$ cat src/rtl/enemy_fleet_ctrl.sv
// Enemy fleet controller: N independent enemy channels that wait, spawn, march
// along x towards the end of the map, and report escapes and kills.
module enemy_fleet_ctrl #(
    parameter int unsigned N_ENEMIES     = 3,
    parameter int unsigned XW            = 8,
    parameter int unsigned X_START       = 0,
    parameter int unsigned X_END         = 255,
    parameter int unsigned SPAWN_DELAY   = 1000,
    parameter int unsigned SPAWN_STAGGER = 200,
    parameter int unsigned MOVE_PERIOD   = 1000,
    parameter int unsigned STEP          = 1,
    parameter int unsigned RESPAWN       = 0
) (
    input  logic                    clk,
    input  logic                    rst,
    input  logic                    pause,
    input  logic [N_ENEMIES-1:0]    kill,
    output logic [N_ENEMIES*XW-1:0] x_enemy,
    output logic [N_ENEMIES-1:0]    spawn,
    output logic [N_ENEMIES-1:0]    end_pulse,
    output logic                    all_end,
    output logic [7:0]              escape_cnt,
    output logic [7:0]              kill_cnt
);

    localparam int unsigned D_MAX  = SPAWN_DELAY + (N_ENEMIES - 1) * SPAWN_STAGGER;
    localparam int unsigned DW     = (D_MAX > 1) ? $clog2(D_MAX) : 1;
    localparam int unsigned MW     = (MOVE_PERIOD > 1) ? $clog2(MOVE_PERIOD) : 1;
    localparam int unsigned M_LAST = (MOVE_PERIOD > 1) ? MOVE_PERIOD - 1 : 0;
    localparam int unsigned CW     = 4;

    typedef enum logic [1:0] {
        S_WAIT = 2'd0,
        S_FLY  = 2'd1,
        S_DONE = 2'd2
    } state_e;

    state_e               state_q [N_ENEMIES];
    state_e               state_d [N_ENEMIES];
    logic [DW-1:0]        dcnt_q  [N_ENEMIES];
    logic [DW-1:0]        dcnt_d  [N_ENEMIES];
    logic [MW-1:0]        mcnt_q  [N_ENEMIES];
    logic [MW-1:0]        mcnt_d  [N_ENEMIES];
    logic [XW-1:0]        x_q     [N_ENEMIES];
    logic [XW-1:0]        x_d     [N_ENEMIES];
    logic [N_ENEMIES-1:0] spawn_q;
    logic [N_ENEMIES-1:0] spawn_d;
    logic [N_ENEMIES-1:0] end_q;
    logic [N_ENEMIES-1:0] end_d;
    logic [7:0]           esc_q;
    logic [7:0]           esc_d;
    logic [7:0]           kcnt_q;
    logic [7:0]           kcnt_d;
    logic [XW:0]          step_sum;
    logic [CW-1:0]        n_end;
    logic [CW-1:0]        n_kill;

    // Last delay-counter value before channel ch spawns (a zero delay behaves as one).
    function automatic logic [DW-1:0] delay_last(input int unsigned ch);
        int unsigned d;
        d = SPAWN_DELAY + ch * SPAWN_STAGGER;
        return (d == 0) ? '0 : DW'(d - 1);
    endfunction

    function automatic logic [7:0] sat_add(input logic [7:0] a, input logic [CW-1:0] b);
        logic [8:0] s;
        s = {1'b0, a} + 9'(b);
        return s[8] ? 8'hFF : s[7:0];
    endfunction

    // Per-channel next state; a kill in FLY takes priority over reaching the end.
    always_comb begin
        spawn_d  = '0;
        end_d    = '0;
        n_end    = '0;
        n_kill   = '0;
        step_sum = '0;
        for (int unsigned i = 0; i < N_ENEMIES; i++) begin
            state_d[i] = state_q[i];
            dcnt_d[i]  = dcnt_q[i];
            mcnt_d[i]  = mcnt_q[i];
            x_d[i]     = x_q[i];
            if (!pause) begin
                case (state_q[i])
                    S_WAIT: begin
                        if (dcnt_q[i] == delay_last(i)) begin
                            state_d[i] = S_FLY;
                            dcnt_d[i]  = '0;
                            mcnt_d[i]  = '0;
                            x_d[i]     = XW'(X_START);
                        end else begin
                            dcnt_d[i] = dcnt_q[i] + DW'(1);
                        end
                    end
                    S_FLY: begin
                        if (kill[i]) begin
                            state_d[i] = S_WAIT;
                            dcnt_d[i]  = '0;
                            mcnt_d[i]  = '0;
                            x_d[i]     = XW'(X_START);
                            n_kill     = n_kill + CW'(1);
                        end else if (x_q[i] == XW'(X_END)) begin
                            end_d[i]  = 1'b1;
                            n_end     = n_end + CW'(1);
                            dcnt_d[i] = '0;
                            mcnt_d[i] = '0;
                            if (RESPAWN != 0) begin
                                state_d[i] = S_WAIT;
                                x_d[i]     = XW'(X_START);
                            end else begin
                                state_d[i] = S_DONE;
                            end
                        end else if (mcnt_q[i] == MW'(M_LAST)) begin
                            mcnt_d[i] = '0;
                            step_sum  = {1'b0, x_q[i]} + (XW + 1)'(STEP);
                            if (step_sum >= (XW + 1)'(X_END)) begin
                                x_d[i] = XW'(X_END);
                            end else begin
                                x_d[i] = step_sum[XW-1:0];
                            end
                        end else begin
                            mcnt_d[i] = mcnt_q[i] + MW'(1);
                        end
                    end
                    default: begin
                        x_d[i] = XW'(X_END);
                    end
                endcase
            end
            spawn_d[i] = (state_d[i] == S_FLY);
        end
        esc_d  = sat_add(esc_q, n_end);
        kcnt_d = sat_add(kcnt_q, n_kill);
    end

    always_ff @(posedge clk) begin
        if (rst) begin
            for (int unsigned i = 0; i < N_ENEMIES; i++) begin
                state_q[i] <= S_WAIT;
                dcnt_q[i]  <= '0;
                mcnt_q[i]  <= '0;
                x_q[i]     <= XW'(X_START);
            end
            spawn_q <= '0;
            end_q   <= '0;
            esc_q   <= '0;
            kcnt_q  <= '0;
        end else begin
            for (int unsigned i = 0; i < N_ENEMIES; i++) begin
                state_q[i] <= state_d[i];
                dcnt_q[i]  <= dcnt_d[i];
                mcnt_q[i]  <= mcnt_d[i];
                x_q[i]     <= x_d[i];
            end
            spawn_q <= spawn_d;
            end_q   <= end_d;
            esc_q   <= esc_d;
            kcnt_q  <= kcnt_d;
        end
    end

    always_comb begin
        x_enemy = '0;
        all_end = (RESPAWN == 0);
        for (int unsigned i = 0; i < N_ENEMIES; i++) begin
            x_enemy[i*XW +: XW] = x_q[i];
            all_end             = all_end & (state_q[i] == S_DONE);
        end
    end

    assign spawn      = spawn_q;
    assign end_pulse  = end_q;
    assign escape_cnt = esc_q;
    assign kill_cnt   = kcnt_q;

endmodule

$ cat config.mk
export PLATFORM = sky130hd
export DESIGN_NAME = enemy_fleet_ctrl
export DESIGN_NICKNAME = d
export VERILOG_FILES = /design/src/rtl/enemy_fleet_ctrl.sv
export SDC_FILE = /design/constraint.sdc
export NUM_CORES = 1
export LEC_CHECK = 0
export BUFFER_PORTS_ARGS = -buffer_cell sky130_fd_sc_hd__buf_2
export CELL_PAD_IN_SITES_DETAIL_PLACEMENT = 2
export CELL_PAD_IN_SITES_GLOBAL_PLACEMENT = 2
export CORE_UTILIZATION = 36
export CTS_CLUSTER_DIAMETER = 150
export DETAILED_ROUTE_END_ITERATION = 6
export PLACE_DENSITY_LB_ADDON = 0.1
export SLEW_MARGIN = 5
export SYNTH_ARGS = -nofsm -noshare
export SYNTH_HDL_FRONTEND = slang
export SYNTH_SLANG_ARGS = --single-unit
$ cat constraint.sdc
create_clock -name clk -period 4.5 [get_ports clk]
set_input_delay 0.45 -clock clk [delete_from_list [all_inputs] [get_ports clk]]
set_output_delay 0.45 -clock clk [all_outputs]
set_load 0.05 [all_outputs]
# == After elaboration in Yosys (flattened, before gate mapping) ==
# Memory sizes are Yosys's and may differ from the RTL's.
# Index checks and enable logic that the tools add are counted.
# totals
register_bits,22
ramBits,93
inputBits,6
out_inout_bits,47
word_cells,179
mem_count,4
# mem_list
memory,depth,width,read_ports,rd_clocked_by_memory_dff,wr,line,source
dcnt_q,3,11,3,0,3,40,logic [DW-1:0] dcnt_q [N_ENEMIES];
mcnt_q,3,10,3,0,3,42,logic [MW-1:0] mcnt_q [N_ENEMIES];
x_q,3,8,3,0,3,44,logic [XW-1:0] x_q [N_ENEMIES];
state_q,3,2,3,0,3,38,state_e state_q [N_ENEMIES];
# op_classes
addsub,15
magnitude_cmp,3
eq_ne,18
mux,110
n_bitwise,17
n_reduce_logical,6
# op_table
op,count
$mux 8,23
$mux 10,18
$mux 11,15
$pmux 11 s2,3
$pmux 10 s2,3
$mux 4,14
$pmux 8 s2,3
$add 11x1->11 const B,3
$add 10x1->10 const B,3
$eq 10x10->1 const B,3
$mux 2,15
$add 8x1->9 const B,3
$ge 9x8->1 const B,3
$eq 8x8->1 const B,3
$eq 11x11->1 const B,2
$add 8x4->9,2
$add 4x1->4 const B,4
$mux 1,13
$eq 2x1->1 const B,6
$or 1x1->1,12
$pmux 2 s2,3
$reduce_or 4->1,3
$eq 11x10->1 const B,1
$eq 2x2->1 const B,3
other kinds (3),8

# == Depth between registers and ports, before layout ==
# Gate-level depths: netlist (run 1).
# An unclocked memory read counts as a cell.
# depth
ltp_word,18
mapped_depth,18
mapped_depth_nobuf,18

# == Worst setup path after synthesis (run 1) ==
# OpenSTA, ideal clock, no wires.
# synth_timing
kind,reg2reg
start,"memory x_q[1][0], in the netlist x_q[0][8]"
end,"register esc_q[0], in the netlist escape_cnt[0]"
setup_time_ns,0.070
arrival_ns,3.707
required_time_ns,4.430
setup_slack_ns,0.723
path_stages_with_launch,17
n_path_buf,0
period_less_slack_ns,3.777
path_cell_list,dfxtp_1 -> ha_1 -> and3_1 -> nand3_1 -> inv_1 -> ha_1 -> mux2i_1 -> nor2_1 -> ha_1 -> nand3_1 -> o21ai_0 -> inv_1 -> fa_1 -> nor2b_1 -> nor2_1 -> or3_1 -> a21oi_1
# synth_rtl
item,line,source
start: declaration,44,
end signal: assignment,157,esc_q <= esc_d;
end: declaration,50,logic [7:0] esc_q;

==> summary.md, run 1 <==
| Metric | Value |
|---|---|
| Run status | finished, final reports clean |
| Worst Hold Margin | 0.440 ns |
| Initial Util | 0.372 |
| H-tree depth | 4 |
| Clk_lat worst skew | 0.42 ns |
| Vias per cell | 5.68 |
| Placed Area | 6720 sq um |
| Startpoint types | flop |
| Vias in the first global route | 6542 |
| CP dominant cell by count | nor2_1 |
| CTS clk-pin slew, worst paths | 0.06 ns |
| Worst Hold Class | input pin to flop |
| Register area share after synthesis | 0.369 |
| Share of cells above drive strength 1 | 0.127 |
| GRT Util Overall | 0.238 |
| Crit path DAT | 4.44 ns |
| Max Root-Sink Buffers | 2 |
| Worst slew pin tran | 1.04 ns |
| Critical path peak fanout | 11 |
| Sink Count | 115 |
| Clock buffer count from CTS | 17 |
| Synthesized area | 6240 sq um |
| Core region area | 16800 sq um |
| Synth top area share | 0.369 |
| CTS Root Cell | clkbuf_16 |
| Placed cell count | 1029 |
| DR WL/cell | 19.1 um |
| CP Class | flop to flop |
| Final instance area | 7340 sq um |
| Cell taking the most area after synthesis | dfxtp_1 |
| Post-route ant nets | 0 |
| Crit-path cells | or3b_2, nor2_1, nand2_1, nor2_1, ha_1, mux2i_1, nor2_1, ha_1, nand3_1, o21ai_0, inv_1, fa_1, nor2b_1, nor2_1, or3_1, a21oi_1 |
| Syn-to-layout area delta | 17.7% |
| Initial antenna violation count | 0 |
| RSZ-0062 raised after global routing | no |
| CP endpoint kind | flop |
| Postcts setup bufs | 0 |
| Layout Nets | 858 |
| Syn Area/Cell | 8.03 sq um |
| Final WL | 20.3 mm |
| VDD IR max | 0.267 mV |
| Final setup violation count | 0 |
| # IOs | 53 |
| Crit share post-route | 0.913 |
| Skew final | 0.00518 ns |
| Via count | 6027 |
| Fmax | 0.243 GHz |
| DR pass1 iterations | 4 |
| Number of DRC markers in iteration 0 | 249 |
| Final Max Tran Viols | 0 |
| Final total negative setup slack | 0 ns |
| CTS tree | built |
| Total die area | 17900 sq um |
| Finished Layout Cells | 1061 |
| Placer Congestion | 0.867 |
| Syn Nets | 807 |
| Number of max-cap violations | 0 |
| FP Rows | 47 |
| Worst Path Required | 4.83 ns |
| Post-CTS Resized | 0 |
| Leading post-synthesis cells by cell area | dfxtp_1 (37%), nor2_1 (7.6%), nand2_1 (4.5%), xnor2_1 (4.5%), ha_1 (4.4%) |
| CTS Hold Buffers Added | 0 |
| Synthesis-stage register bit count | 115 |
| PD cells | 356 nW/um^2 |
| Synth Instances | 777 |
| Max_slew headroom | 0.305 |
| Final Hold Vio Count | 0 |
| Drc violations | 0 |
| Asr flop ratio synth | 0 |
| Most common cell in the synthesized netlist | nor2_1 |
| I/O Buffers | 52 |
| Final design utilization | 0.438 |
| Post-DP HPWL | 14.4 mm |
| CP max stage cell | or3b_2 |
| Synth warn | 0 |
| Chip Width | 134 um |
| Top cells by count, synth | nor2_1 (126), dfxtp_1 (115), nand2_1 (75) |
| Distinct cell type count after synthesis | 69 |
| GRT overflow | 0 |
| Main synth FF type | dfxtp_1 |
| EDFF count, synth | 0 |
| Largest net degree at the start of global routing | 47 |
| Fill cells | 1931 |
| Final Critical Period | 4.11 ns |
| N_diodes | 0 |
| P_leak | 2.80 nW |
| Worst stage delay on the critical path | 0.52 ns |
| Die height | 134 um |
| First-pass GRT wire length | 33.8 mm |
-- cell type report --
class | count | area [sq um] | share of cell area
clock buffer | 23 | 478 | 0.0651
inverter | 21 | 78.8 | 0.0107
timing repair buffer | 59 | 313 | 0.0426
sequential | 115 | 2300 | 0.313
clock inverter | 9 | 151 | 0.0206
multi-input combinational | 614 | 3750 | 0.510
tap | 220 | 275 | 0.0375
-- power by group --
group	internal (mW)	switching, mW	leakage, nW
Clock	0.969	0.505	0.307
Sequential	1.03	0.0136	0.928
Combinational	0.0261	0.0743	1.57
-- per-stage QoR --
stage / setup slack (ns) / power (mW)
after CTS: 0.379 / 2.64
after detailed placement: 0.480 / 1.16
after global placement: 0.681 / 1.16
after floorplan: 0.723 / 1.13
final: 0.392 / 2.62
after global routing: 0.0963 / 2.69
-- layer usage --
layer | track usage | share of wire | vias to the layer above | wire length, um
met1 | 0.292 | 0.46 | 3052 | 9360
met2 | 0.422 | 0.50 | 69 | 10200
met3 | 0.0434 | 0.023 | 28 | 469
met4 | 0.0701 | 0.015 | 0 | 306
met5 | 0 | 0 | - | 0
li1 | - | - | 2878 | -
-- state kept, by name (all words and copies together), names as in the netlist --
| name | cells |
|---|---|
| dcnt_q | 33 |
| mcnt_q | 30 |
| x_q | 24 |
| escape_cnt | 8 |
| kill_cnt | 8 |
| state_q | 6 |
| end_pulse | 3 |
| spawn | 3 |
-- worst paths after layout --
kind,start,endpoint,slack (ns),depth (start not counted)
min,kill[1],end_pulse[1]$_SDFF_PP0_,0.44,4
min reg2reg,dcnt_q[0][1]$_SDFFE_PP0P_,dcnt_q[0][1]$_SDFFE_PP0P_,0.49,2
max reg2reg,state_q[0][0]$_SDFF_PP0_,escape_cnt[1]$_SDFF_PP0_,0.39,16
max,state_q[0][0]$_SDFF_PP0_,escape_cnt[1]$_SDFF_PP0_,0.39,16
-- worst max-delay path, delay by kind of cell (launching register included) --
family / cells / cell delay [ns]
adders and majority gates: 3 / 0.99
AOI/OAI and AO/OA: 2 / 0.35
buffers and inverters: 1 / 0.11
DFF: 1 / 0.51
and+or+nand+nor: 9 / 1.93
muxes: 1 / 0.13
-- placed cells by master (no fill, tap or decap), types with 6 or more instances in the layout --
| master | n |
|---|---|
| o31ai_1 | 9 |
| nor4_1 | 7 |
| ha_1 | 22 |
| a21oi_1 | 46 |
| o21ai_0 | 26 |
| dfxtp_1 | 115 |
| nand3_1 | 35 |
| nand4_1 | 24 |
| xor2_1 | 30 |
| and2_1 | 6 |
| buf_4 | 7 |
| clkbuf_16 | 17 |
| nor3_1 | 26 |
| nand2_1 | 75 |
| nor2b_1 | 10 |
| inv_1 | 20 |
| a211oi_1 | 10 |
| xnor2_1 | 32 |
| and3_1 | 22 |
| a31oi_1 | 10 |
| nor2_1 | 126 |
| buf_2 | 52 |
| nor3b_1 | 7 |
-- logic make-up after synthesis --
family,Yosys count,synth area share
AND/OR/NAND/NOR,378,0.303
AO/OA/AOI/OAI,143,0.148
flip-flops,115,0.369
XOR/XNOR,62,0.0870
buffers and inverters,48,0.0307
adder cells (fa/ha/maj),24,0.0505
multiplexers,7,0.0116
Note: power is estimated with default switching activity, not from simulation.
==> run 2: changes to the inputs <==
--- a/config.mk
+++ b/config.mk
@@ -10,3 +10,3 @@
 export CELL_PAD_IN_SITES_GLOBAL_PLACEMENT = 2
-export CORE_UTILIZATION = 36
+export CORE_UTILIZATION = 30
 export CTS_CLUSTER_DIAMETER = 150
==> constraint.sdc (replaced) <==
create_clock -name clk -period 4.5 [get_ports clk]
set_input_delay 0 -clock clk [delete_from_list [all_inputs] [get_ports clk]]
set_output_delay 0 -clock clk [all_outputs]
set_load 0.05 [all_outputs]
==> run 2 against run 1 <==
Setup slack improved by 0.030 ns. Combinational power barely moved. Design area is 1.3% higher. Power up 3.6%. Largest power group unchanged. Sequential share of layout area fell by 0.41 points. Critical path depth stayed put. Utilization fell by 7.2 points.
==> summary.md, run 2 (same netlist as run 1, synthesis figures left out) <==
| Metric | Value |
|---|---|
| Syn-to-layout area delta | 19.3% |
| Initial antenna violation count | 0 |
| Sw frac | 0.226 |
| Fmax | 0.245 GHz |
| Largest net degree at the start of global routing | 47 |
| Sink Count | 115 |
| Placed cell count | 1077 |
| Final design utilization | 0.367 |
| Layout Nets | 856 |
| PD cells | 364 nW/um^2 |
| Pwr Total | 2.71 mW |
| Final Hold Vio Count | 0 |
| CTS clk-pin slew, worst paths | 0.06 ns |
| Crit-path cells | or3b_2, nor2_1, nand2_1, nor2_1, ha_1, mux2i_1, nor2_1, ha_1, nand3_1, o21ai_0, inv_1, fa_1, nor2b_1, nor2_1, or3_1, a21oi_1 |
| Skew final | 0.00889 ns |
| GRT overflow | 0 |
| Top flop regs | dcnt_q (33), mcnt_q (30), x_q (24) |
| Crit path DAT | 4.41 ns |
| H-tree depth | 4 |
| Clk_lat worst skew | 0.42 ns |
| Final WL | 19.9 mm |
| Run status | finished, final reports clean |
| Startpoint types | flop |
| Die height | 146 um |
| Most common cell after layout, fill and taps aside | nor2_1 |
| Total die area | 21400 sq um |
| Sw power | 0.613 mW |
| Combinational Power Share | 0.036 |
| Drc violations | 0 |
| CTS tree | built |
| Number of max-cap violations | 0 |
| Most flops, register | dcnt_q |
| N_diodes | 0 |
| Final Critical Period | 4.08 ns |
| CTS Hold Buffers Added | 0 |
| Placer Congestion | 0.802 |
| Register area | 2300 sq um |
| I/O Buffers | 52 |
| Final setup violation count | 0 |
| DR WL/cell | 18.0 um |
| RSZ-0062 raised after global routing | no |
| CP Class | flop to flop |
| Post-DP HPWL | 14.9 mm |
| Worst Path Required | 4.84 ns |
| CP dominant cell by count | nor2_1 |
| Internal Pwr Total | 2.10 mW |
| Initial Util | 0.307 |
| CTS Root Cell | clkbuf_16 |
| Max_slew headroom | 0.306 |
| Fill cells | 2345 |
| Postcts setup bufs | 0 |
| Crit share post-route | 0.906 |
| Worst slew pin tran | 1.04 ns |
| Worst Hold Class | input pin to flop |
| Share of cells above drive strength 1 | 0.129 |
| DR pass1 iterations | 4 |
| Post-CTS Resized | 0 |
| First-pass GRT wire length | 33.1 mm |
| Core region area | 20300 sq um |
| # IOs | 53 |
| CP endpoint kind | flop |
| FP Rows | 52 |
| Commonest cells after routing, fill and taps aside | nor2_1 (126), dfxtp_1 (115), nand2_1 (75) |
| Via count | 5876 |
| Worst stage delay on the critical path | 0.51 ns |
| CP max stage cell | dfxtp_1 |
| Clock share of power | 0.580 |
| Number of DRC markers in iteration 0 | 194 |
| VDD IR max | 0.226 mV |
| Sequential share of power | 0.385 |
| Vias per cell | 5.30 |
| Largest register FFs | 33 |
| Area occupied by multi-input gates | 3750 sq um |
| P_leak | 2.82 nW |
| Max Root-Sink Buffers | 2 |
| Final Max Tran Viols | 0 |
| Chip Width | 146 um |
| Clock buffer count from CTS | 17 |
| Final total negative setup slack | 0 ns |
| Finished Layout Cells | 1109 |
| Critical path peak fanout | 11 |
| GRT Util Overall | 0.194 |
| Post-route ant nets | 0 |
| Vias in the first global route | 6319 |
run 2: cell types whose count changed in the layout (fill, tap and decap cells not counted):
cell | before | now
clkbuf_8 | 3 | 0
inv_6 | 0 | 3
bufinv_16 | 4 | 6
clkinv_2 | 3 | 1
clkinv_4 | 1 | 4
clkbuf_1 | 3 | 0
buf_4 | 7 | 5
run 2: metrics by stage:
| stage | worst slack (ns) | cell area, sq um | hold slack [ns] |
|---|---|---|---|
| 2_1_floorplan | 0.723 | 6240 | 0.221 |
| 3_3_place_gp | 0.669 | 6760 | 0.441 |
| 3_5_place_dp | 0.462 | 6760 | 0.465 |
| 4_1_cts | 0.386 | 7440 | 0.0140 |
| 5_1_grt | 0.105 | 7440 | 0.0495 |
| 6_report | 0.422 | 7440 | 0.0288 |
run 2: per-layer routing:
metal | up-vias | part of all wire | track usage
li1 | 2868 | - | -
met1 | 2915 | 0.47 | 0.239
met3 | 26 | 0.023 | 0.0331
met4 | 0 | 0.017 | 0.0703
met2 | 67 | 0.49 | 0.339
met5 | - | 0 | 0
run 2: layout make-up:
cell class | instances | area share
well taps | 270 | 0.0454
clock buffers | 17 | 0.0572
clock inverters | 15 | 0.0341
repair buffers | 57 | 0.0400
inverters | 21 | 0.0106
flip-flops and latches | 115 | 0.309
multi-input cells | 614 | 0.503
run 2: critical path, delay by kind of cell, from the launching register on:
family	cells	cell delay, ns
AO/OA/AOI/OAI	2	0.31
adder cells (fa/ha/maj)	3	1.02
multiplexers	1	0.13
flip-flops	1	0.51
buffers and inverters	1	0.11
AND/OR/NAND/NOR	9	1.91
run 2: power by group through the flow:
stage	clock [mW]	combinational [mW]	sequential [mW]
3_3_place_gp	0	0.0946	1.06
4_1_cts	1.62	0.0985	1.04
2_1_floorplan	0	0.0567	1.07
6_report	1.57	0.0970	1.04
3_5_place_dp	0	0.0980	1.06
5_1_grt	1.66	0.107	1.04
run 2: path summary, 6_finish.rpt:
check / startpoint / end / slack, ns / cells past startpoint
worst min-delay path: kill[2] / x_q[0][18]$_SDFFE_PP0P_ / 0.03 / 4
worst min register to register: mcnt_q[0][21]$_SDFFE_PP0P_ / mcnt_q[0][21]$_SDFFE_PP0P_ / 0.48 / 2
worst max-delay path: state_q[0][0]$_SDFF_PP0_ / escape_cnt[0]$_SDFF_PP0_ / 0.42 / 16
worst max register to register: state_q[0][0]$_SDFF_PP0_ / escape_cnt[0]$_SDFF_PP0_ / 0.42 / 16
==> run 3: changes to the inputs <==
CELL_PAD_IN_SITES_DETAIL_PLACEMENT = unset   (was 2)
CELL_PAD_IN_SITES_GLOBAL_PLACEMENT = unset   (was 2)
CORE_UTILIZATION = 27   (was 30)
PLACE_DENSITY_LB_ADDON = unset   (was 0.1)
==> run 3 against run 2 <==
Utilization decreased by 4.0 points. Global-route usage decreased by 6.1 points. Register-to-register slack improved by 0.22 ns. Final cell count increased by 1.5%. Clock-buffer cell count increased by 4. Die area increased by 11%. Setup slack improved by 0.22 ns. Sequential power about the same.
==> summary.md, run 3 (same netlist as run 1, synthesis figures left out) <==
| Metric | Value |
|---|---|
| Final WL | 15.1 mm |
| Post-DP HPWL | 10.9 mm |
| P_leak | 2.78 nW |
| Fill cells | 2356 |
| CP Class | flop to flop |
| I/O Buffers | 52 |
| Fmax | 0.259 GHz |
| CTS clk-pin slew, worst paths | 0.06 ns |
| Via count | 5558 |
| Worst slew pin tran | 0.823 ns |
| Crit path DAT | 4.20 ns |
| Finished Layout Cells | 1126 |
| Worst Hold Class | input pin to flop |
| Number of max-cap violations | 0 |
| Initial Util | 0.276 |
| Critical path peak fanout | 8 |
| Largest register FFs | 33 |
| Drc violations | 0 |
| GRT Util Overall | 0.133 |
| Clock share of power | 0.546 |
| Final total negative setup slack | 0 ns |
| DR WL/cell | 13.4 um |
| Final Critical Period | 3.86 ns |
| GRT met3 Usage | 0.0324 |
| Commonest cells after routing, fill and taps aside | nor2_1 (126), dfxtp_1 (115), nand2_1 (75) |
| Worst stage delay on the critical path | 0.47 ns |
| Placed cell count | 1093 |
| Max_slew headroom | 0.445 |
| Most common cell after layout, fill and taps aside | nor2_1 |
| Most used routing layer | met2 |
| Layout Nets | 858 |
| Number of DRC markers in iteration 0 | 357 |
| Worst Path Required | 4.84 ns |
| Met2 Usage GRT | 0.195 |
| Reg-to-reg endpoint | escape_cnt[1]$_SDFF_PP0_ |
| DR pass1 iterations | 5 |
| CP max stage cell | or3_1 |
| CTS tree | built |
| Combinational Power Share | 0.038 |
| Crit share post-route | 0.857 |
| Clock buffer count from CTS | 17 |
| Max Root-Sink Buffers | 2 |
| Core region area | 22600 sq um |
| Total die area | 23700 sq um |
| Clk_lat worst skew | 0.42 ns |
| Largest net degree at the start of global routing | 46 |
| Die height | 154 um |
| Internal Pwr Total | 1.95 mW |
| VDD IR max | 0.266 mV |
| Worst path buffer plus inverter count | 1 |
| GRT overflow | 0 |
| Worst Hold Depth | 4 |
| Chip Width | 154 um |
| R2R cell count | 17 |
| # IOs | 53 |
| Worst Hold End | x_q[0][14]$_SDFFE_PP0P_ |
| Postcts setup bufs | 0 |
| FP Rows | 55 |
| Top flop regs | dcnt_q (33), mcnt_q (30), x_q (24) |
| Hold_sp | kill[1] |
| PD cells | 338 nW/um^2 |
| CTS Root Cell | clkbuf_16 |
| Final Max Tran Viols | 0 |
| Post-route ant nets | 0 |
| Final Hold Vio Count | 0 |
| CP delay by family, top | simple AND/OR/NAND/NOR gates |
| First-pass GRT wire length | 25.6 mm |
| Reg2reg start | x_q[0][0]$_SDFFE_PP0P_ |
| Startpoint types | flop |
| RSZ-0062 raised after global routing | no |
| Final setup violation count | 0 |
| Sw frac | 0.221 |
| Sink Count | 115 |
| Sequential share of power | 0.417 |
| Crit-path cells | ha_1, nand2_1, nor2_1, nand2_1, nor2_1, ha_1, mux2i_1, nor2_1, ha_1, nand3_1, o21ai_0, inv_1, fa_1, nor2b_1, nor2_1, or3_1, a21oi_1 |
| Vias per cell | 4.94 |
| H-tree depth | 4 |
| Initial antenna violation count | 1 |
| M1 GR Usage | 0.186 |
| Most flops, register | dcnt_q |
| Sw power | 0.554 mW |
| CP endpoint kind | flop |
| Run status | finished, final reports clean |
| Syn-to-layout area delta | 18.5% |
| Share of cells above drive strength 1 | 0.126 |
| Vias in the first global route | 5161 |
| Internal reg-to-reg setup slack | 0.64 ns |
| CP dominant cell by count | nor2_1 |
| Placer Congestion | 0.829 |
| Skew final | 0.0108 ns |
[run 3: cell count changes in the layout (fill, tap and decap cells not counted)]
cell           delta
clkinv_2          +3
dlygate4sd3_1     +1
inv_6             -3
diode_2           +1
clkbuf_8          +2
buf_4             +1
bufinv_16         -3
clkinv_4          -4
clkinvlp_4        +2
clkbuf_1          +2
[run 3: worst reg2reg max path: cells and delay by family (launching register included)]
kind	cells	cell delay [ns]
flip-flops	1	0.44
AO/OA/AOI/OAI	2	0.30
buffers and inverters	1	0.10
AND/OR/NAND/NOR	9	1.56
adder cells (fa/ha/maj)	4	1.26
multiplexers	1	0.14
[run 3: stage by stage]
| step | utilization | hold WS [ns] | setup slack, ns | total power [mW] | instance area [sq um] |
|---|---|---|---|---|---|
| 2_1_floorplan | - | 0.221 | 0.723 | 1.13 | 6240 |
| 3_3_place_gp | 0.300 | 0.429 | 0.750 | 1.16 | 6790 |
| 3_5_place_dp | 0.300 | 0.426 | 0.661 | 1.16 | 6790 |
| 5_1_grt | 0.326 | 0.0848 | 0.267 | 2.60 | 7390 |
| 4_1_cts | 0.326 | 0.0583 | 0.635 | 2.54 | 7390 |
| 6_report | 0.327 | 0.0697 | 0.642 | 2.50 | 7390 |
[run 3: layout make-up]
type / count / area (sq um) / share of cell area
flip-flops and latches: 115 / 2300 / 0.311
diodes: 1 / 2.50 / 0.000338
inverters: 21 / 78.8 / 0.0107
well taps: 285 / 357 / 0.0482
clock buffers: 21 / 460 / 0.0623
repair buffers: 59 / 315 / 0.0426
clock inverters: 10 / 133 / 0.0179
multi-input cells: 614 / 3750 / 0.507
[run 3: worst max path at each step]
stage | to | cells past startpoint | startpoint
finish | escape_cnt[1]$_SDFF_PP0_ | 17 | x_q[0][0]$_SDFFE_PP0P_
global placement | escape_cnt[1]$_SDFF_PP0_ | 17 | x_q[0][0]$_SDFFE_PP0P_
CTS | escape_cnt[1]$_SDFF_PP0_ | 17 | x_q[0][0]$_SDFFE_PP0P_
detailed placement | escape_cnt[1]$_SDFF_PP0_ | 17 | x_q[0][0]$_SDFFE_PP0P_
floorplan | escape_cnt[0]$_SDFF_PP0_ | 16 | x_q[0][8]$_SDFFE_PP0P_
global route | escape_cnt[5]$_SDFF_PP0_ | 17 | x_q[0][0]$_SDFFE_PP0P_
[run 3: what timing repair did]
item                                    CTS  global route
resized for setup                         0             0
endpoints found under the hold margin     1             0
hold buffers                              1             0
endpoints found under the setup margin    0             0
[run 3: power by group through the flow]
| stage | Combinational (mW) | Sequential, mW | Clock (mW) |
|---|---|---|---|
| floorplan | 0.0567 | 1.07 | 0 |
| global placement | 0.0928 | 1.06 | 0 |
| detailed placement | 0.0938 | 1.06 | 0 |
| CTS | 0.0949 | 1.04 | 1.40 |
| global route | 0.104 | 1.04 | 1.45 |
| finish | 0.0941 | 1.04 | 1.36 |
[run 3: per-layer routing]
layer,vias to the layer above,share of wire
li1,2870,-
met1,2550,0.51
met2,120,0.43
met3,18,0.044
met4,0,0.017
met5,-,0
